**src/rtl/idli_pkg.sv**
```systemverilog
// idli_pkg: shared types and SQI protocol constants for the 25LC512 quad-I/O controller.
package idli_pkg;

  typedef logic [3:0] slice_t;

  typedef enum logic [7:0] {
    SQI_READ  = 8'h03,
    SQI_WRITE = 8'h02
  } sqi_instr_t;

  typedef enum logic [2:0] {
    SQI_INIT,
    SQI_IDLE,
    SQI_INSTR,
    SQI_ADDR,
    SQI_DUMMY,
    SQI_DATA,
    SQI_GAP
  } sqi_ctrl_state_t;

  localparam int SQI_INSTR_SLOTS = 2;
  localparam int SQI_ADDR_SLOTS  = 4;
  localparam int SQI_DUMMY_SLOTS = 2;
  localparam int SQI_DATA_SLOTS  = 4;

  // A read stops after three DATA slots: the last nibble is already out after the third rise.
  function automatic logic [1:0] slot_last(input sqi_ctrl_state_t s, input logic wr);
    return s == SQI_INSTR ? 2'(SQI_INSTR_SLOTS - 1) :
           s == SQI_ADDR  ? 2'(SQI_ADDR_SLOTS - 1) :
           s == SQI_DUMMY ? 2'(SQI_DUMMY_SLOTS - 1) :
           s == SQI_DATA  ? 2'(SQI_DATA_SLOTS - (wr ? 1 : 2)) : 2'd0;
  endfunction

  function automatic sqi_ctrl_state_t slot_next(input sqi_ctrl_state_t s, input logic wr);
    return s == SQI_INIT  ? SQI_IDLE :
           s == SQI_INSTR ? SQI_ADDR :
           s == SQI_ADDR  ? (wr ? SQI_DATA : SQI_DUMMY) :
           s == SQI_DUMMY ? SQI_DATA :
           s == SQI_DATA  ? SQI_GAP : SQI_IDLE;
  endfunction

  function automatic slice_t nib(input logic [15:0] w, input logic [1:0] i);
    return slice_t'(w >> {~i, 2'b00});
  endfunction

endpackage

```
**src/rtl/idli_sqi_ctrl_m.sv**
```systemverilog
// idli_sqi_ctrl_m: SQI bus master turning single-word core reads/writes into 25LC512 quad transfers.
module idli_sqi_ctrl_m
  import idli_pkg::*;
(
  input  logic        i_gck,
  input  logic        i_rst_n,
  input  logic        i_req_vld,
  output logic        o_req_rdy,
  input  logic        i_req_wr,
  input  logic [15:0] i_req_addr,
  input  logic [15:0] i_req_data,
  output logic        o_rsp_vld,
  output logic [15:0] o_rsp_data,
  output logic        o_sqi_sck,
  output logic        o_sqi_cs,
  output slice_t      o_sqi_sio,
  output logic        o_sqi_sio_oe,
  input  slice_t      i_sqi_sio
);

  sqi_ctrl_state_t r_state, w_nxt_state;
  logic            r_ph, w_nxt_ph;
  logic [1:0]      r_cnt, w_nxt_cnt, w_last_cnt;
  logic            r_wr;
  logic [15:0]     r_addr, r_data;
  logic [11:0]     r_rd;
  logic [7:0]      w_instr;
  logic            w_acc, w_cap, w_done, w_oe;
  slice_t          w_sio;

  assign w_acc      = r_state == SQI_IDLE && i_req_vld;
  assign w_last_cnt = slot_last(r_state, r_wr);
  assign w_instr    = r_wr ? SQI_WRITE : SQI_READ;
  assign w_cap      = r_ph && ((r_state == SQI_DUMMY && r_cnt == 2'd1) || (r_state == SQI_DATA && !r_wr));
  assign w_done     = r_state == SQI_DATA && w_nxt_state == SQI_GAP;

  always_comb begin
    w_nxt_state = r_state;
    w_nxt_ph    = 1'b0;
    w_nxt_cnt   = r_cnt;
    if (r_state == SQI_IDLE) w_nxt_state = w_acc ? SQI_INSTR : SQI_IDLE;
    else if (!r_ph) w_nxt_ph = 1'b1;
    else if (r_cnt != w_last_cnt) w_nxt_cnt = r_cnt + 2'd1;
    else begin
      w_nxt_cnt   = 2'd0;
      w_nxt_state = slot_next(r_state, r_wr);
    end
  end

  // Pin values are decoded from the next slot so that they are registered alongside the state.
  always_comb begin
    w_oe  = w_nxt_state == SQI_INSTR || w_nxt_state == SQI_ADDR || (w_nxt_state == SQI_DATA && r_wr);
    w_sio = w_nxt_state == SQI_INSTR ? (w_nxt_cnt[0] ? w_instr[3:0] : w_instr[7:4]) :
            w_nxt_state == SQI_ADDR  ? nib(r_addr, w_nxt_cnt) :
            w_oe                     ? nib(r_data, w_nxt_cnt) : 4'h0;
  end

  always_ff @(posedge i_gck or negedge i_rst_n) begin
    if (!i_rst_n) begin
      r_state      <= SQI_INIT;
      r_ph         <= 1'b0;
      r_cnt        <= 2'd0;
      r_wr         <= 1'b0;
      r_addr       <= 16'h0;
      r_data       <= 16'h0;
      r_rd         <= 12'h0;
      o_req_rdy    <= 1'b0;
      o_rsp_vld    <= 1'b0;
      o_rsp_data   <= 16'h0;
      o_sqi_sck    <= 1'b0;
      o_sqi_cs     <= 1'b1;
      o_sqi_sio    <= 4'h0;
      o_sqi_sio_oe <= 1'b0;
    end else begin
      r_state <= w_nxt_state;
      r_ph    <= w_nxt_ph;
      r_cnt   <= w_nxt_cnt;
      if (w_acc) begin
        r_wr   <= i_req_wr;
        r_addr <= i_req_addr;
        r_data <= i_req_data;
      end
      if (w_cap) r_rd <= {r_rd[7:0], i_sqi_sio};
      o_rsp_vld <= w_done;
      if (w_done) o_rsp_data <= r_wr ? 16'h0 : {r_rd, i_sqi_sio};
      o_req_rdy    <= w_nxt_state == SQI_IDLE;
      o_sqi_sck    <= w_nxt_ph;
      o_sqi_cs     <= w_nxt_state == SQI_INIT || w_nxt_state == SQI_GAP;
      o_sqi_sio_oe <= w_oe;
      o_sqi_sio    <= w_oe ? w_sio : 4'h0;
    end
  end

endmodule

```
**config.mk**
```make
export PLATFORM = sky130hd
export DESIGN_NAME = idli_sqi_ctrl_m
export DESIGN_NICKNAME = d
export VERILOG_FILES = /design/src/rtl/idli_pkg.sv /design/src/rtl/idli_sqi_ctrl_m.sv
export SDC_FILE = /design/constraint.sdc
export NUM_CORES = 1
export LEC_CHECK = 0
export CORE_AREA = 2 2 86 88
export CTS_CLUSTER_SIZE = 8
export DETAILED_ROUTE_END_ITERATION = 10
export DIE_AREA = 0 0 88 90
export MAX_ROUTING_LAYER = met4
export PLACE_DENSITY_LB_ADDON = 0.25
export SLEW_MARGIN = 20
export SYNTH_ARGS = -nofsm -noshare
export SYNTH_HDL_FRONTEND = slang
export SYNTH_SLANG_ARGS = --single-unit
```
**constraint.sdc**
```tcl
create_clock -name i_gck -period 2.8 [get_ports i_gck]
set_input_delay 0.84 -clock i_gck [delete_from_list [all_inputs] [get_ports i_gck]]
set_output_delay 0.84 -clock i_gck [all_outputs]
set_load 0.01 [all_outputs]
```
Word-level counts from Yosys, hierarchy flattened:

Index checks and enable logic that the tools add are counted.

* flip-flop bits (word level): 75
* input bits: 40
* output and inout bits: 25
* logic and storage cells: 69

* add/subtract/negate cells: 2
* eq/ne operators: 12
* shift operators: 2
* multiplexer cells: 26
* bitwise gates (word level): 1
* reductions and logical operators: 13

Operators with widths (count)
* 16-bit by 4-bit >> shifter with 4-bit output: 2
* 3-bit two-way mux: 8
* 2-bit two-way mux: 10
* 16-bit two-way mux: 1
* 3-bit by 2-bit == test with 1-bit output (second input constant): 4
* 3-bit == test (second input constant): 4
* 4-bit two-way mux: 3
* 3-bit by 1-bit == test with 1-bit output (second input constant): 2
* 1-bit logical AND: 6
* 3-bit zero test: 2
* 1-bit logical OR: 4
* 1-bit two-way mux: 4
* 2-bit by 1-bit adder with 2-bit output (second input constant): 1
* 2-bit by 1-bit == test with 1-bit output (second input constant): 1
* 2-bit != test: 1
* 2-bit NOT: 1
* 1-bit by 2-bit subtractor with 2-bit output (first input constant): 1
* 1-bit zero test: 1

Longest topological paths before layout:

Gate-level depths: netlist (run 1).

* word-level depth: 15
* mapped depth: 9

Worst setup path after synthesis (run 1):

No wires, ideal clock.

* path type: register to register
* start point: register r_state[1]
* end point: register o_sqi_sio[0]
* arrival: 2062 ps
* data required time: 2672 ps
* setup slack: 610 ps
* stages on the path, launching flop included: 9
* path buffers: 2
* cell sequence: dfrtp_1 buf_2 xnor2_2 mux2_4 a211oi_4 o21ai_4 buf_6 a2111oi_2 o41ai_2

* cells in the longest elaborated chain, start to end: 14

Ends and longest elaborated chain
* start: declaration: line idli_sqi_ctrl_m.sv:21 `sqi_ctrl_state_t r_state, w_nxt_state;`
* start signal: assignment: line idli_sqi_ctrl_m.sv:75 `r_state <= w_nxt_state;`
* 3-bit == test: line idli_pkg.sv:31, idli_pkg.sv:39
* 2-bit two-way mux: line idli_pkg.sv:31 `s == SQI_DATA ? 2'(SQI_DATA_SLOTS - (wr ? 1 : 2)) : 2'd0;`
* 2-bit two-way mux: line idli_pkg.sv:30 `s == SQI_DUMMY ? 2'(SQI_DUMMY_SLOTS - 1) :`
* 2-bit two-way mux: line idli_pkg.sv:29 `s == SQI_ADDR ? 2'(SQI_ADDR_SLOTS - 1) :`
* 2-bit two-way mux: line idli_pkg.sv:28 `return s == SQI_INSTR ? 2'(SQI_INSTR_SLOTS - 1) :`
* 2-bit != test: line idli_sqi_ctrl_m.sv:43 `else if (r_cnt != w_last_cnt) w_nxt_cnt = r_cnt + 2'd1;`
* 2-bit two-way mux: line idli_sqi_ctrl_m.sv:43
* 2-bit two-way mux: line idli_sqi_ctrl_m.sv:42 `else if (!r_ph) w_nxt_ph = 1'b1;`
* 2-bit two-way mux: line idli_sqi_ctrl_m.sv:41 `if (r_state == SQI_IDLE) w_nxt_state = w_acc ? SQI_INSTR : SQI_IDLE;`
* 2-bit NOT: line idli_pkg.sv:43 `return slice_t'(w >> {~i, 2'b00});`
* 16-bit by 4-bit >> shifter with 4-bit output: line idli_pkg.sv:43
* 4-bit two-way mux: line idli_sqi_ctrl_m.sv:54 `w_nxt_state == SQI_ADDR ? nib(r_addr, w_nxt_cnt) :`
* 4-bit two-way mux: line idli_sqi_ctrl_m.sv:53 `w_sio = w_nxt_state == SQI_INSTR ? (w_nxt_cnt[0] ? w_instr[3:0] : w_instr[7:4]) :`
* 4-bit two-way mux (*): line idli_sqi_ctrl_m.sv:90 `o_sqi_sio <= w_oe ? w_sio : 4'h0;`
* end signal: assignment: line idli_sqi_ctrl_m.sv:90
* end: declaration: line idli_sqi_ctrl_m.sv:16 `output slice_t o_sqi_sio,`

Mark *: on every way between the ends. The rest lies on a longest branch, timed or not.
A chain may end at the register's enable or synchronous reset.

Worst setup path in the final report (run 1):

* start point: register r_state[0]
* end point: register o_sqi_sio[0]

The elaborated chain is that of the path after synthesis.

==> impl_metrics.csv, run 1 <==
group,metric,value,unit
status,status,"finished clean",
detailed_routing,routedWlPerCell,14.7,µm
setup_path,setup.reg_to_reg.worst_slack,0.23,ns
setup_path,worstPathMaxFanout,15,
setup_path,r2r-end,"o_sqi_sio[0]",
setup_path,arrival,2.81,ns
setup_path,crit_path_start_kind,"flop",
clocking,tritoncts_num_sinks,75,
logic_synthesis,yosys.cell_count.top_type,"dfrtp_1",
logic_synthesis,synth.ff_latch_count,75,
logic_synthesis,synthDominantAreaCellType,"dfrtp_1",
setup_path,setup.worst_path.end_class,"flop",
floorplan,initial_utilization,50.4,%
clocking,clk_root_buffer_cell,"clkbuf_8",
clocking,cts_resized,0,
sta,finalSetupTns,0,ns
logic_synthesis,dominantRegCellSynth,"dfrtp_1",
clocking,clk_latency,0.34,ns
sta,finalCriticalPeriod,2.57,ns
power_and_ir_drop,power_leakage,1.96,nW
logic_synthesis,post_synth_main_area_contributors,"dfrtp_1, mux2_2, nand2_1, mux2i_1, o21ai_0",
global_routing,grt_start_max_net_pins,36,
logic_synthesis,postSynthCellCount,302,
logic_synthesis,synthTopCellsByCount,"dfrtp_1, mux2_2, nand2_1, o21ai_0, mux2i_1",
sta,maxSlewViolCount,0,
clocking,postCtsHoldBufs,0,
detailed_routing,drt_iter0_drc,121,
global_routing,overflow,0,
placement,final_weighted_congestion_of_routability_driven_global_placement,0.851,
final_layout,drive_above_1_share,23.7,%
detailed_routing,drtPass1Iterations,4,
final_layout,fin_nets,407,
sta,worst_slew_margin_rel,58.0,%
floorplan,dieArea,7920,µm²
job,timing.max_cap.violations,0,
global_routing,initial_antenna_violation_count,0,
detailed_routing,wirelength,6910,µm
logic_synthesis,ys_seq_area_share,53.1,%
global_routing,grt_util_all_layers,19.1,%
floorplan,core-area,7020,µm²
setup_path,critical_path_required,3.04,ns
sta,unrepaired_setup_endpoints_after_global_routing,"no",
detailed_routing,number_of_drc_violations_after_detailed_routing,0,
clocking,numCtsBuffers,9,
final_layout,finalCoreUtilization,64.2,%
logic_synthesis,post_synth_instance_area,3540,µm²
sta,fmaxAchievable,0.389,GHz
power_and_ir_drop,sequentialPowerShare,37.1,%
logic_synthesis,postSynth.asyncResetShare,100,%
logic_synthesis,yosys_warnings,0,
power_and_ir_drop,maximum_ir_drop_on_the_vdd_rail,0.539,mV
placement,dp_hpwl,4990,µm
floorplan,ios,65,
clocking,post_cts_buffers,0,
sta,worst_slew_pin_slew,0.629,ns
final_layout,syn_to_final_growth,27.4,%
logic_synthesis,post_synth_num_cell_types,55,
sta,finClkSkew,0.00874,ns
setup_path,path_class,"flop to flop",
power_and_ir_drop,p_per_area,999,nW/µm²
power_and_ir_drop,combinationalPowerShare,44.2,%
power_and_ir_drop,pwr-share-clk,18.6,%
logic_synthesis,yosys.area.top_type_share,52.4,%
setup_path,regToRegStartpoint,"r_state[0]",
sta,whs,0.450,ns
logic_synthesis,synth_enable_flop_cells,0,
detailed_routing,routed-via-count,2464,
final_layout,fillerInstances,566,
floorplan,placement_rows,31,
power_and_ir_drop,p_int,2.89,mW
setup_path,timing.reg2reg.worst_path_depth,7,
global_routing,grt_pass1_vias,2453,
floorplan,height_of_the_chip,90,µm
logic_synthesis,synth.net_count,343,
detailed_routing,ant_nets,0,
sta,fin_crit_sh,91.8,%
clocking,cts.reportedPaths.clkPinSlew,0.08,ns
floorplan,width_of_the_die,88,µm
logic_synthesis,synthesis.area_per_instance,11.7,µm²
detailed_routing,vias_per_cell,5.24,
clocking,htree_num_levels,3,
placement,buffer_ports.inserted,64,
power_and_ir_drop,power.net_switching,1.61,mW
hold_path,hold_class,"input pin to async pin",
global_routing,grt_pass1_wl,11500,µm
power_and_ir_drop,power_switching_share,35.8,%
sta,finalHoldViolCount,0,
clocking,clock_path_buffers,2,
clocking,tritoncts,"built",
sta,setup_viol,0,
final_layout,number_of_diodes,0,
-- power groups by stage --
stage / clock [mW] / sequential (mW) / combinational [mW]
after floorplan: 0 / 1.60 / 1.54
after global placement: 0 / 1.68 / 1.95
after detailed placement: 0 / 1.69 / 1.98
after CTS: 0.863 / 1.67 / 1.99
after global routing: 0.910 / 1.71 / 2.18
final: 0.839 / 1.67 / 1.99
-- per-layer routing --
| layer | GRT usage [%] | part of all wire, % |
|---|---|---|
| met5 | - | 0 |
| met3 | 3.58 | 3.2 |
| met2 | 28.7 | 50 |
| met1 | 25.3 | 45 |
| met4 | 7.95 | 2.0 |
-- registers in the layout, summed over array words and instances, names as in the netlist --
register      flops
o_req_rdy         1
o_rsp_data       16
r_ph              1
o_sqi_sio         4
o_sqi_cs          1
r_data           16
o_rsp_vld         1
r_rd             12
r_wr              1
r_state           3
o_sqi_sio_oe      1
r_cnt             2
r_addr           16
-- how the worst max path moves through the flow --
stage	slack, ns	from	end
final	0.23	r_state[0]	o_sqi_sio[0]
after global routing	0.03	r_state[0]	o_sqi_sio[0]
after floorplan	0.61	r_state[1]	o_sqi_sio[0]
after global placement	0.28	r_state[0]	o_sqi_sio[0]
after detailed placement	0.25	r_state[0]	o_sqi_sio[0]
after CTS	0.23	r_state[0]	o_sqi_sio[0]
-- critical path, stage by stage, from the launching register on --
cell and delay [ns]:
dfrtp_1 0.57, and4bb_1 0.25, mux2i_1 0.25, nor2_1 0.15, o21ai_4 0.52, a2111oi_0 0.22
o21a_1 0.21, o41ai_2 0.31
-- kinds of logic (layout without fill, tap and decap cells) --
kind of cell             after synthesis  in the layout  share of synthesized area [%]
adder cells (fa/ha/maj)                1              1                          0.354
XOR/XNOR                               3              3                          0.956
multiplexers                          62             62                           19.4
AND/OR/NAND/NOR                       75             75                           10.3
buffers and inverters                 28             97                           3.47
AO/OA/AOI/OAI                         58             58                           12.4
flip-flops                            75             75                           53.1
-- cell usage in the layout (no fill, tap or decap), types with 3 or more instances in the layout --
cell type        synthesis  layout
inv_1                    8       8
a221oi_1                 3       3
buf_4                    1       7
a21oi_1                  6       6
mux2_2                  49      49
mux2i_1                 12      12
o21ai_0                 24      24
dfrtp_1                 74      74
nor2b_1                  3       3
nand2_1                 42      42
a211oi_1                 3       3
nor2_1                   9       9
clkdlybuf4s50_1          0      63
clkbuf_8                 0      10
and2_1                   3       3
nor3_1                   3       3
-- layout make-up --
type                    count  area [µm²]  share of cell area [%]
clock buffers              11         141                    3.14
clock inverters             5        61.3                    1.36
repair buffers             73         728                    16.2
multi-input cells         199        1540                    34.2
inverters                   8        30.0                   0.667
flip-flops and latches     75        1880                    41.7
well taps                  99         124                    2.75
-- per-stage QoR --
step                power, mW  setup slack, ns  area [µm²]  instances
global placement         3.63            0.276        4300        454
detailed placement       3.67            0.247        4300        454
finish                   4.50            0.229        4500        470
floorplan                3.14            0.610        3540        302
CTS                      4.53            0.233        4500        470
global route             4.81           0.0324        4500        470
Power figures use the tool's default switching activity.
==> run 2: changes to the inputs <==
--- a/config.mk
+++ b/config.mk
@@ -5,13 +5,12 @@
 export SDC_FILE = /design/constraint.sdc
 export NUM_CORES = 1
 export LEC_CHECK = 0
+export CAP_MARGIN = 20
 export CORE_AREA = 2 2 86 88
-export CTS_CLUSTER_SIZE = 8
 export DETAILED_ROUTE_END_ITERATION = 10
 export DIE_AREA = 0 0 88 90
 export MAX_ROUTING_LAYER = met4
 export PLACE_DENSITY_LB_ADDON = 0.25
-export SLEW_MARGIN = 20
 export SYNTH_ARGS = -nofsm -noshare
 export SYNTH_HDL_FRONTEND = slang
 export SYNTH_SLANG_ARGS = --single-unit
==> results of run 2 <==
Same layout as run 1: the final DEF is identical, and so are final timing and power.
